--- src/rtl/step_counter.sv ---
// Parametrised up/down counter with a configurable terminal value, per-cycle step,
// wrap or saturate behaviour, parallel load and sticky overflow/underflow flags.
module step_counter #(
  parameter int unsigned      WIDTH    = 8,
  parameter logic [WIDTH-1:0] MAX_VAL  = {WIDTH{1'b1}},
  parameter bit               SATURATE = 1'b0
) (
  input  logic             clk,
  input  logic             reset,
  input  logic             enable,
  input  logic             up,
  input  logic [WIDTH-1:0] step,
  input  logic             load,
  input  logic [WIDTH-1:0] load_value,
  input  logic             flag_clear,
  output logic [WIDTH-1:0] counter_out,
  output logic             overflow_out,
  output logic             underflow_out,
  output logic             event_pulse,
  output logic             at_max,
  output logic             at_zero
);

  localparam logic [WIDTH:0] MAX_EXT = {1'b0, MAX_VAL};
  localparam logic [WIDTH:0] MODULUS = MAX_EXT + {{WIDTH{1'b0}}, 1'b1};

  logic [WIDTH-1:0] step_clamped;
  logic [WIDTH-1:0] load_clamped;
  logic [WIDTH:0]   count_ext;
  logic [WIDTH:0]   step_ext;
  logic [WIDTH:0]   up_sum;
  logic [WIDTH:0]   up_wrapped;
  logic [WIDTH:0]   down_diff;
  logic [WIDTH:0]   down_wrapped;
  logic             up_event;
  logic             down_event;
  logic [WIDTH-1:0] next_count;
  logic             step_event;

  // All range arithmetic is one bit wider than the count so sums never alias.
  always_comb begin
    step_clamped = (step > MAX_VAL) ? MAX_VAL : step;
    load_clamped = (load_value > MAX_VAL) ? MAX_VAL : load_value;
    count_ext    = {1'b0, counter_out};
    step_ext     = {1'b0, step_clamped};
    up_sum       = count_ext + step_ext;
    up_wrapped   = up_sum - MODULUS;
    down_diff    = count_ext - step_ext;
    down_wrapped = count_ext + MODULUS - step_ext;
    up_event     = up_sum > MAX_EXT;
    down_event   = step_ext > count_ext;
    next_count   = counter_out;
    step_event   = 1'b0;
    if (up) begin
      step_event = up_event;
      if (!up_event)
        next_count = up_sum[WIDTH-1:0];
      else if (SATURATE)
        next_count = MAX_VAL;
      else
        next_count = up_wrapped[WIDTH-1:0];
    end else begin
      step_event = down_event;
      if (!down_event)
        next_count = down_diff[WIDTH-1:0];
      else if (SATURATE)
        next_count = '0;
      else
        next_count = down_wrapped[WIDTH-1:0];
    end
  end

  logic do_step;
  logic overflow_set;
  logic underflow_set;

  always_comb begin
    do_step       = enable && !load;
    overflow_set  = do_step && up && step_event;
    underflow_set = do_step && !up && step_event;
  end

  // A flag set on the same edge as flag_clear survives: the event has priority.
  always_ff @(posedge clk) begin
    if (reset) begin
      counter_out   <= '0;
      overflow_out  <= 1'b0;
      underflow_out <= 1'b0;
      event_pulse   <= 1'b0;
    end else begin
      if (load)
        counter_out <= load_clamped;
      else if (enable)
        counter_out <= next_count;
      overflow_out  <= overflow_set || (overflow_out && !flag_clear);
      underflow_out <= underflow_set || (underflow_out && !flag_clear);
      event_pulse   <= overflow_set || underflow_set;
    end
  end

  assign at_max  = (counter_out == MAX_VAL);
  assign at_zero = (counter_out == '0);

endmodule

--- config.mk ---
export PLATFORM = sky130hd
export DESIGN_NAME = step_counter
export DESIGN_NICKNAME = d
export VERILOG_FILES = /design/src/rtl/step_counter.sv
export SDC_FILE = /design/constraint.sdc
export NUM_CORES = 1
export LEC_CHECK = 0
export CAP_MARGIN = 20
export CORE_ASPECT_RATIO = 0.75
export CORE_MARGIN = 1
export CORE_UTILIZATION = 55
export CTS_BUF_LIST = sky130_fd_sc_hd__clkbuf_4
export DETAILED_ROUTE_END_ITERATION = 16
export DONT_BUFFER_PORTS = 1
export PLACE_DENSITY = 0.73
export SLEW_MARGIN = 40
export SYNTH_ARGS = -nofsm -noshare
export SYNTH_HDL_FRONTEND = slang
export SYNTH_SLANG_ARGS = --single-unit
--- constraint.sdc ---
create_clock -name clk -period 2 [get_ports clk]
set_clock_uncertainty 0.05 [all_clocks]
set_input_delay 0.2 -clock clk [delete_from_list [all_inputs] [get_ports clk]]
set_output_delay 0.2 -clock clk [all_outputs]
set_load 0.01 [all_outputs]
==> flow_results.org, run 1 <==
** Outcome
- Status :: complete, but fails checks
- The final reports fail on DRC.

** Drt
- Mean number of vias per cell :: 6.887
- The detail route stage leaves a number of antenna-violating nets equal to 0.
- Iteration-0 DRC count of the detailed router :: 70
- Via total after detailed routing :: 1398
- Count of unresolved DRC violations after routing :: 2
- Aggregate routed wire length :: 3.910 mm
- Routed wire per std cell :: 19.26 um
- Initial DRT Pass Iterations :: 10

** Setup path
- The worst register-to-register path has a depth of 7.
- Master of the slowest instance on the critical path :: fa_1
- Setup slack of the worst register-to-register path :: 0.03 ns
- The worst setup path is captured at a flip-flop.
- STA puts the critical path data arrival time at 2.07 ns.
- The worst register-to-register path ends at counter_out[4].
- At the worst endpoint, the required time is 2.10 ns.
- Crit path largest cell delay :: 0.41 ns
- Highest net fanout along the worst path :: 5
- In this run the critical register-to-register path is launched from counter_out[0].
- Traced cell by cell, the critical path runs through ha_2, fa_1, nand2b_1, a21oi_1, or3_1, o2111ai_2, o22ai_1.
- The critical path is of the reg -> reg type.
- The worst setup path is launched from a flip-flop.

** Cells and area
- 0 antenna diodes ended up in the layout.
- The finished cells cover 1515 um^2.
- Number of cells in the finished layout apart from fillers :: 203
- After the last flow step, the layout net total stands at 220.
- Layout overhead on the synthesized area :: 17.92%
- The layout has 188 filler cells.
- Area of the multi-input gates :: 1057 um^2
- Sequential cell area in the final layout :: 226.5 um^2
- The post-route netlist has 22.35% of its cells at a drive strength greater than 1.

** Clock network
- Counting every sink on the clock net gives 11.
- TritonCTS built the clock tree.
- Clock-pin slew reported for the worst setup and hold paths after clock tree synthesis :: 0.07 ns
- Number of buffers inserted during clock tree synthesis :: 3
- For the worst-skew pair, the clock arrives at the later sink with an insertion delay of 0.27 ns.
- In this run the number of H-tree levels came out at 1.
- Clock tree synthesis selected as its root buffer the cell clkbuf_4.
- In this run the deepest clock path goes through 2 buffers.

** Yosys
- Sequential cell area fraction in the yosys report :: 17.14%
- Synth Area per Inst :: 7.603 um^2
- Cell variety after synth :: 48
- Number of synthesized register bits :: 11
- Leading register cell type out of synthesis :: dfxtp_1
- The number of nets handed over by synthesis was 209.
- Of all flip-flops after synthesis, the portion carrying an async set or reset was 0%.
- Total standard cell area after synthesis :: 1285 um^2
- Yosys mapped a number of flops with a built-in enable equal to 0.
- Yosys printed 0 warnings.
- Post-synthesis cell count :: 169

** Hold path
- Hold Path Origin :: load
- Worst hold path cell count :: 2
- The worst hold path terminates at counter_out[0].
- Type of the most critical hold path :: in -> reg

** Floorplanning
- Number of top-level pins :: 35
- After floorplanning, the core was divided into 14 placement rows.
- Vert. Die Dim :: 43.86 um
- Die area :: 2536 um^2
- Area of the placeable core :: 2102 um^2
- Once the floorplan was initialized, standard cells occupied 61.13% of the core.
- Horizontal die dimension :: 57.82 um

** Place
- Once placement completed, the tool counted placed cells totaling 198.
- Port buffering added 0 buffers.
- Placed standard-cell area :: 1399 um^2
- Pre-CTS worst setup slack :: -0.09355 ns
- Post-detail-place hpwl :: 2.943 mm
- Global placer's final weighted congestion :: 0.9023

** Global route
- Overall routing resource usage :: 31.98%
- Total grt overflow :: 0
- The initial antenna violation count came to 0.
- The number of global-route vias before repair came to 1303.
- First-pass GRT wire length :: 6.051 mm
- Entering global routing, the biggest net connects 22 pins.

** STA
- Setup violations remaining at the end of the flow were counted as 0.
- Pin slew with the least headroom to its limit :: 0.4142 ns
- Static timing analysis puts the maximum clock frequency at 0.5087 GHz.
- The number of max-slew violations in the final report was 0.
- Relative slew slack :: 72.38%
- Slack of the critical path :: 0.03406 ns
- After layout, the worst path uses 98.30% of the clock period.
- After routing, the total negative slack on setup checks comes to 0 ns.
- Hold Vio Cnt, Final :: 0
- Post-route minimum period :: 1.966 ns

** Power
- Final Total Pwr :: 0.8078 mW
- Pwr per Cell Area :: 533.1 nW/um^2
- Across the VDD grid, the largest voltage drop is 0.4537 mV.
- Static Leak :: 0.6349 nW

** Flow run
- The tool flagged a number of max-cap violations equal to 0.
per-stage QoR:
stage | utilization [%] | hold slack [ns]
floorplan | - | 0.2946
global placement | 66.55 | 0.2171
detailed placement | 66.55 | 0.2188
CTS | 69.29 | 0.02129
global route | 72.08 | 0.03398
finish | 72.08 | 0.02214
sequential cells by signal, summed over array words and instances (netlist names):
name           cells
counter_out        8
underflow_out      1
overflow_out       1
event_pulse        1
metal layers:
layer	routed length (um)	global-route usage, %
met1	1566	42.68
met2	1660	46.21
met3	618	13.13
met4	63	11.90
met5	0	0
what timing repair did:
action | in CTS | in global routing
pin swaps | 0 | 5
setup buffers | 0 | 0
cloned | 0 | 0
endpoints found under the hold margin | 6 | 0
setup endpoints to repair | 1 | 8
resized for setup | 2 | 12
hold buffers | 1 | 0
cell usage in the layout, fill, tap and decap left out, types with 4 or more instances in the layout:
| master | count |
|---|---|
| nor2_1 | 17 |
| buf_4 | 13 |
| ha_1 | 12 |
| inv_1 | 11 |
| a21oi_1 | 10 |
| nand2_1 | 9 |
| dfxtp_1 | 8 |
| or3_1 | 7 |
| nor2b_1 | 6 |
| nand3_1 | 6 |
| nor3_1 | 5 |
| o21ai_0 | 4 |
| o21a_1 | 4 |
| nand2b_1 | 4 |
| clkbuf_4 | 4 |
cells in the mapped netlist (all sizes together), types with 4 or more instances:
cell,instances,area (um^2)
ha,16,200.2
a21oi,11,58.81
or3,7,43.79
nor3,5,25.02
nor2,17,63.81
o21a,4,30.03
nor2b,7,51.30
dfxtp,11,220.2
nand2,9,33.78
clkbuf,6,22.52
o21ai,7,35.03
nand2b,5,38.78
nand3,6,30.03
inv,14,52.55
area by class of cell:
| type | count | area share (%) |
|---|---|---|
| clock buffer | 4 | 1.982 |
| multi-input combinational | 135 | 69.78 |
| sequential | 11 | 14.95 |
| tap | 24 | 1.982 |
| inverter | 14 | 3.468 |
| timing repair buffer | 15 | 7.845 |
how the worst max path moves through the flow:
stage | start | to | slack (ns) | cells after the start
after floorplan | counter_out[1] | counter_out[7] | 0.003 | 6
after global placement | counter_out[1] | counter_out[7] | 0.02 | 6
after detailed placement | counter_out[1] | counter_out[7] | -0.09 | 6
after CTS | counter_out[0] | counter_out[4] | 0.004 | 7
after global routing | counter_out[0] | counter_out[4] | -0.02 | 8
final | counter_out[0] | counter_out[4] | 0.03 | 7
where the power goes:
part | internal (mW) | switching [mW]
Sequential | 0.236 | 0.0210
Clock | 0.0907 | 0.0746
Combinational | 0.175 | 0.210
Total | 0.502 | 0.306
critical path, delay by kind of cell (launching register included):
kind / cells / cell delay [ns]
compound gates: 3 / 0.33
fa+ha+maj: 2 / 0.62
simple gates: 2 / 0.49
flops: 1 / 0.35
cell families (layout without fill, tap and decap cells):
family	count (synthesis)	after routing	share of synthesized area (%)
AOI/OAI and AO/OA	46	46	25.71
xor gates and xnor gates	1	1	0.6817
adders and majority gates	18	18	18.70
buffers and inverters	23	33	7.010
DFF	11	11	17.14
muxes	3	3	2.434
and+or+nand+nor	67	67	28.33
Power figures use the tool's default switching activity.
==> run 2: changes to the inputs <==
--- a/config.mk
+++ b/config.mk
@@ -5,14 +5,14 @@
 export SDC_FILE = /design/constraint.sdc
 export NUM_CORES = 1
 export LEC_CHECK = 0
+export ABC_CLOCK_PERIOD_IN_PS = 2000
 export CAP_MARGIN = 20
 export CORE_ASPECT_RATIO = 0.75
 export CORE_MARGIN = 1
-export CORE_UTILIZATION = 55
+export CORE_UTILIZATION = 45
 export CTS_BUF_LIST = sky130_fd_sc_hd__clkbuf_4
 export DETAILED_ROUTE_END_ITERATION = 16
 export DONT_BUFFER_PORTS = 1
-export PLACE_DENSITY = 0.73
 export SLEW_MARGIN = 40
 export SYNTH_ARGS = -nofsm -noshare
 export SYNTH_HDL_FRONTEND = slang
==> run 2 against run 1 <==
The flow now finishes without violations. Cell area rose by 0.17%. Routed wire length is 7.7% lower. Sequential cell count did not move. Cell count is 6.9% higher. Clock power up 2%. Register-to-register slack improved by 0.04 ns. Highest routed layer unchanged.
==> flow_results.org, run 2 (synthesis gave the netlist of run 1 again) <==
** Outcome
- The run finished with clean final reports.

** Clock network
- No sink is reached through more buffers than the 2 on the longest clock path.
- TritonCTS built the clock tree.
- CTS H-tree depth :: 1
- In this run the clock root is driven by a clkbuf_4.
- Number of clock sinks :: 11
- Clock-pin slew reported for the worst setup and hold paths after clock tree synthesis :: 0.07 ns
- Worst-Skew Late Latency :: 0.27 ns
- Number of buffers inserted during clock tree synthesis :: 3

** STA
- The worst pin sits at a relative slew slack of 71.01%.
- Setup violations remaining at the end of the flow were counted as 0.
- The number of hold violations in the final report is 0.
- Setup repair after global routing missed its margin :: true
- Setup slack closes at 0.07736 ns.
- At the pin with the least slew margin, the transition time is 0.4281 ns.
- Static timing analysis puts the maximum clock frequency at 0.5201 GHz.
- In the finished design, the share of the clock period the worst path needs comes to 96.13%.
- The number of max-slew violations in the final report was 0.
- Post-route minimum period :: 1.923 ns
- On the final layout, the worst hold slack is 0.01938 ns.

** Place
- Buffers on Ports :: 0
- Global placer's final weighted congestion :: 0.8966
- Placed standard-cell area :: 1421 um^2
- Post-detail-place hpwl :: 2.857 mm
- Pre-CTS worst setup slack :: 0.001397 ns

** Global route
- The number of global-route vias before repair is 1103.
- The initial antenna violation count is 0.
- Global routing used 24.15% of the available tracks.
- Total grt overflow :: 0
- The first global-routing pass estimated 5.506 mm of wire.
- Entering global routing, the biggest net connects 22 pins.

** Hold path
- Type of the most critical hold path :: in -> reg

** Setup path
- Walking the worst path, the cells encountered are ha_1, nand2b_4, a221oi_4, a41oi_2, and4_1, or3_1.
- Master of the slowest instance on the critical path :: or3_1
- Crit path largest cell delay :: 0.35 ns
- STA puts the critical path data required time at 2.11 ns.
- Critical Path End Type :: flip-flop
- Data on the critical path arrives at its endpoint at 2.03 ns.
- Kind of critical path :: reg -> reg
- Highest net fanout along the worst path :: 2
- CP startpoint kind :: flip-flop

** Power
- Sequential cells burn 32.0% of the power.
- Combinational fraction of design power :: 46.7%
- Total net switching power :: 0.2963 mW
- Net switching is 37.19% of the power.
- Design internal power :: 0.5003 mW
- Pwr per Cell Area :: 524.8 nW/um^2
- IR analysis of the VDD net gives a maximum drop of 0.3921 mV.
- In this run the static leakage power is 0.6439 nW.
- Clock share of power :: 21.2%

** Drt
- Mean number of vias per cell :: 6.069
- Dividing the detail-routed wire length by the instance count gives 16.62 um.
- Count of unresolved DRC violations after routing :: 0
- Aggregate routed wire length :: 3.607 mm
- The count of nets left with antenna violations once routing finished came out at 0.
- The routed layout has 1317 vias.
- The first detailed-routing pass took 4 iterations.
- In this run, the number of DRC markers left after iteration 0 of detailed routing was 153.

** Cells and area
- The final layout contains 222 nets.
- Largest Register :: counter_out
- Number of flip-flops in the largest register :: 8
- In the layout the commonest cells are nor2_1 (17), buf_4 (16), ha_1 (13).
- 0 antenna diodes ended up in the layout.
- Final standard cell area without fillers :: 1518 um^2
- The library cell used most frequently in the layout, excluding fill and tap cells, is nor2_1.
- Cells with a size suffix above 1 make up 20.99% of the layout.
- The area growth from synthesis to layout is 18.11%.

** Floorplanning
- The core region is 2663 um^2.
- Measured along the y axis, the die boundary spans 48.28 um.
- Effective utilization at floorplan :: 48.26%
- The floorplan has 16 rows.
- Horizontal die dimension :: 63.71 um
- In this run the count of I/O pins placed on the die edge is 35.
- The die covers 3075 um^2.

** Flow run
- Across the run, the number of max-cap violations was 0.
run 2: power groups by stage:
stage          clock (mW)  combinational [mW]  sequential, mW
2_1_floorplan           0               0.237           0.268
3_3_place_gp            0               0.336           0.259
3_5_place_dp            0               0.340           0.259
4_1_cts             0.174               0.348           0.254
5_1_grt             0.185               0.407           0.257
6_report            0.169               0.372           0.255
run 2: path summary, 6_finish.rpt:
check	start	end	slack, ns	cells after the start
max	counter_out[1]	counter_out[7]	0.08	6
min	load	counter_out[0]	0.02	2
max reg2reg	counter_out[1]	counter_out[7]	0.08	6
min reg2reg	underflow_out	underflow_out	0.47	2
run 2: worst max-delay path: cells and delay by family (launching register included):
family	cells	cell delay, ns
and+or+nand+nor	3	0.72
adders and majority gates	1	0.28
DFF	1	0.32
AOI/OAI and AO/OA	2	0.44
run 2: timing repair:
| action | CTS | global route |
|---|---|---|
| buffers inserted | 0 | 1 |
| endpoints found under the hold margin | 6 | 0 |
| setup endpoints to repair | 1 | 7 |
| hold buffers | 1 | 0 |
| resized for setup | 1 | 8 |
| pin swaps | 0 | 4 |
run 2: per-layer routing:
metal	GRT usage, %	part of all wire, %
met1	36.44	47
met2	35.74	41
met3	3.972	12
met4	5.455	0.64
met5	0	0
run 2: stage by stage:
step | TNS, ns | power [mW] | utilization (%) | std cells
floorplan | 0 | 0.5050 | - | 169
global placement | 0 | 0.5953 | 53.38 | 211
detailed placement | 0 | 0.5991 | 53.38 | 211
CTS | 0 | 0.7762 | 55.12 | 216
global route | -0.02231 | 0.8488 | 57.00 | 217
finish | 0 | 0.7966 | 57.00 | 217
run 2: final cells by class:
type	instances	area, um^2
inverters	14	52.55
repair buffers	17	130.1
fillers	242	1145
clock buffers	4	30.03
well taps	36	45.04
flip-flops and latches	11	225.2
multi-input cells	135	1035
==> run 3: changes to the inputs <==
--- a/config.mk
+++ b/config.mk
@@ -5,7 +5,7 @@
 export SDC_FILE = /design/constraint.sdc
 export NUM_CORES = 1
 export LEC_CHECK = 0
-export ABC_CLOCK_PERIOD_IN_PS = 2000
+export ABC_CLOCK_PERIOD_IN_PS = 2300
 export CAP_MARGIN = 20
 export CORE_ASPECT_RATIO = 0.75
 export CORE_MARGIN = 1
==> constraint.sdc (replaced) <==
create_clock -name clk -period 2.3 [get_ports clk]
set_clock_uncertainty 0.05 [all_clocks]
set_input_delay 0.23 -clock clk [delete_from_list [all_inputs] [get_ports clk]]
set_output_delay 0.23 -clock clk [all_outputs]
set_load 0.01 [all_outputs]
==> run 3 against run 2 <==
Routed wire length down 2.5%. Utilization shrank 4.8 points. Cell area down 8.4%. Non-clock buffer count fell by 8. Register-to-register slack gained 0.08 ns. Combinational power down 26%. Setup slack better by 0.084 ns. Critical path type unchanged. Largest cell class unchanged. Largest power group unchanged.
==> flow_results.org, run 3 (synthesis gave the netlist of run 1 again) <==
** Global route
- Antenna violations before repair :: 0
- Pin count of the biggest net entering global routing :: 22
- Summed over all layers, the global routing overflow is 0.
- The number of global-route vias before repair is 1146.
- First-pass GRT wire length :: 5.416 mm
- For this run, the total global-route usage over all layers was measured as 24.12%.

** Hold path
- Counting instances, the worst hold path has a depth of 2.
- In this run the worst hold path is classified as in -> reg.
- The worst hold path begins at load_value[0].

** Setup path
- Kind of critical path :: reg -> reg
- STA classifies the critical path startpoint as a flip-flop.
- Required time at the worst-slack endpoint :: 2.43 ns
- RR Startpoint :: counter_out[0]
- Of all nets on the critical path, the largest fanout is 6.
- Crit path launch :: counter_out[0]
- The worst setup path is captured at a flip-flop.
- Master of the slowest instance on the critical path :: dfxtp_1
- Walking the worst path, the cells encountered are ha_1, nand2b_4, a221oi_1, a41oi_1, and4_1, or3_1.
- Data on the critical path arrives at its endpoint at 2.27 ns.
- On the worst path, the slowest cell contributes a delay of 0.46 ns.
- Cells on worst reg2reg path :: 6

** STA
- Slack of the critical path :: 0.1617 ns
- Setup repair after global routing left no endpoint under its margin.
- The smallest clock period supported by the final layout is computed as 2.138 ns.
- Relative slew slack :: 68.30%
- At the pin with the least slew margin, the transition time is 0.4719 ns.
- Highest clock rate :: 0.4677 GHz
- After routing, the total negative slack on setup checks comes to 0 ns.
- Hold Vio Cnt, Final :: 0
- Final worst path period share :: 92.97%
- Final Slew Violations :: 0
- Final setup viols :: 0

** Floorplanning
- During I/O placement, the number of pins put on the boundary was 35.
- Effective utilization at floorplan :: 48.26%
- The die covers 3075 um^2.
- The floorplan has 16 rows.
- Vert. Die Dim :: 48.28 um
- The die is 63.71 um wide.
- The core region is 2663 um^2.

** Place
- The placed instances occupy a cell area of 1353 um^2.
- Routability-driven placement finished with a final weighted congestion of 0.9408.
- Once detailed placement completed, the half-perimeter wirelength came to 2.737 mm.
- Buffers on Ports :: 0
- Before CTS, the worst setup slack after placement is 0.2066 ns.

** Cells and area
- 0 antenna diodes ended up in the layout.
- Layout overhead on the synthesized area :: 8.179%
- Leaving out fill and tap cells, the most frequent cells in the layout are nor2_1 (17), ha_1 (16), inv_1 (11), dfxtp_1 (11), a21oi_1 (10).
- Ranked by flip-flop count, first place goes to counter_out.
- The library cell used most frequently in the layout, excluding fill and tap cells, is nor2_1.
- In the final design database the tool counted 214 nets.
- At the end of the flow the core is filled with cells to 52.21%.
- The filler cells instantiated in the layout total 261.
- Layout cell share with drive strength beyond 1 :: 12.72%
- Number of flip-flops in the largest register :: 8
- Final standard cell area without fillers :: 1390 um^2

** Clock network
- In this run, CTS created clock tree buffers numbering 3.
- Clock-pin slew was measured on the worst setup and hold paths at 0.09 ns.
- The clock passes through at most 2 buffers.
- TritonCTS built the clock tree.
- # Post-CTS Setup Buffers :: 0
- At the later pin of the worst-skew pair, clock insertion delay measures 0.29 ns.
- The tree built by TritonCTS fans out to 11 sinks.
- CTS H-tree depth :: 1
- The tree is rooted in a clkbuf_4.

** Drt
- For this run, the detailed router's first-pass iteration total came to 4.
- DRT antenna net count :: 0
- The routed design has 3.517 mm of wire.
- Via total after detailed routing :: 1274
- After detailed routing, the average wire length per cell comes to 16.83 um.
- After detailed routing, the number of remaining DRC violations is 0.
- Iteration-0 DRC count of the detailed router :: 105
- After detailed routing, the number of vias per cell comes to 6.096.

** Power
- Per report_power, the combinational group accounts for 42.7% of the total.
- Static Leak :: 0.5902 nW
- The worst-case IR drop observed on VDD is 0.1952 mV.
- Summed over all nets, the switching power comes to 0.2501 mW.
- The share of total power dissipated in the clock network is 23.1%.
- Fraction of power spent switching nets :: 38.99%
- Sequential cell fraction of total power :: 34.2%
- Dividing total power by cell area gives a power density of 461.6 nW/um^2.
- The design draws 0.6416 mW.
- Cell internal power was estimated by the tool at 0.3914 mW.

** Flow run
- Max capacitance violation total :: 0

** Outcome
- Status :: completed
==> run 3: changes by cell type in the layout (fill, tap and decap cells not counted), moves of 2 or more <==
cell,delta
ha_1,+3
buf_4,-8
ha_2,-2
dfxtp_1,+2
a221oi_4,-2
==> run 3: power by group through the flow <==
stage | Sequential (mW) | Clock, mW | Combinational (mW)
after global placement | 0.224 | 0 | 0.265
after CTS | 0.219 | 0.143 | 0.270
after floorplan | 0.233 | 0 | 0.199
after global routing | 0.221 | 0.155 | 0.302
after detailed placement | 0.224 | 0 | 0.264
final | 0.220 | 0.148 | 0.274
==> run 3: path summary, 6_finish.rpt <==
check                        end  slack, ns
hold reg to reg    underflow_out       0.47
setup reg to reg  counter_out[7]       0.16
setup / recovery  counter_out[7]       0.16
hold / removal    counter_out[0]       0.03
==> run 3: through the flow <==
stage / hold WS [ns] / std cells
floorplan: 0.3247 / 169
global route: 0.06933 / 209
finish: 0.03491 / 209
detailed placement: 0.2552 / 204
CTS: 0.03905 / 209
global placement: 0.2544 / 204
==> run 3: final cells by class <==
cell class	count	area, um^2	share of cell area (%)
clock buffer	3	22.52	1.620
clock inverter	1	5.005	0.3600
inverter	14	52.55	3.780
multi-input combinational	135	974.7	70.12
sequential	11	220.2	15.84
tap	36	45.04	3.240
timing repair buffer	9	70.07	5.041
==> run 3: critical path, delay by kind of cell (launching register included) <==
family | cells | cell delay, ns
simple gates | 3 | 0.66
compound gates | 2 | 0.57
flops | 1 | 0.46
fa+ha+maj | 1 | 0.29
==> run 3: per-layer routing <==
metal / vias up / global-route usage (%) / wire (um)
met5: - / 0 / 0
met3: 9 / 6.542 / 410
met1: 571 / 35.20 / 1639
met4: 0 / 7.273 / 52
met2: 72 / 34.47 / 1415
li1: 622 / - / -
==> run 3: repair_timing <==
action,4_1_cts,5_1_grt
endpoints found under the hold margin,6,0
setup endpoints to repair,0,1
gates resized for setup,0,1
hold buffers,1,0
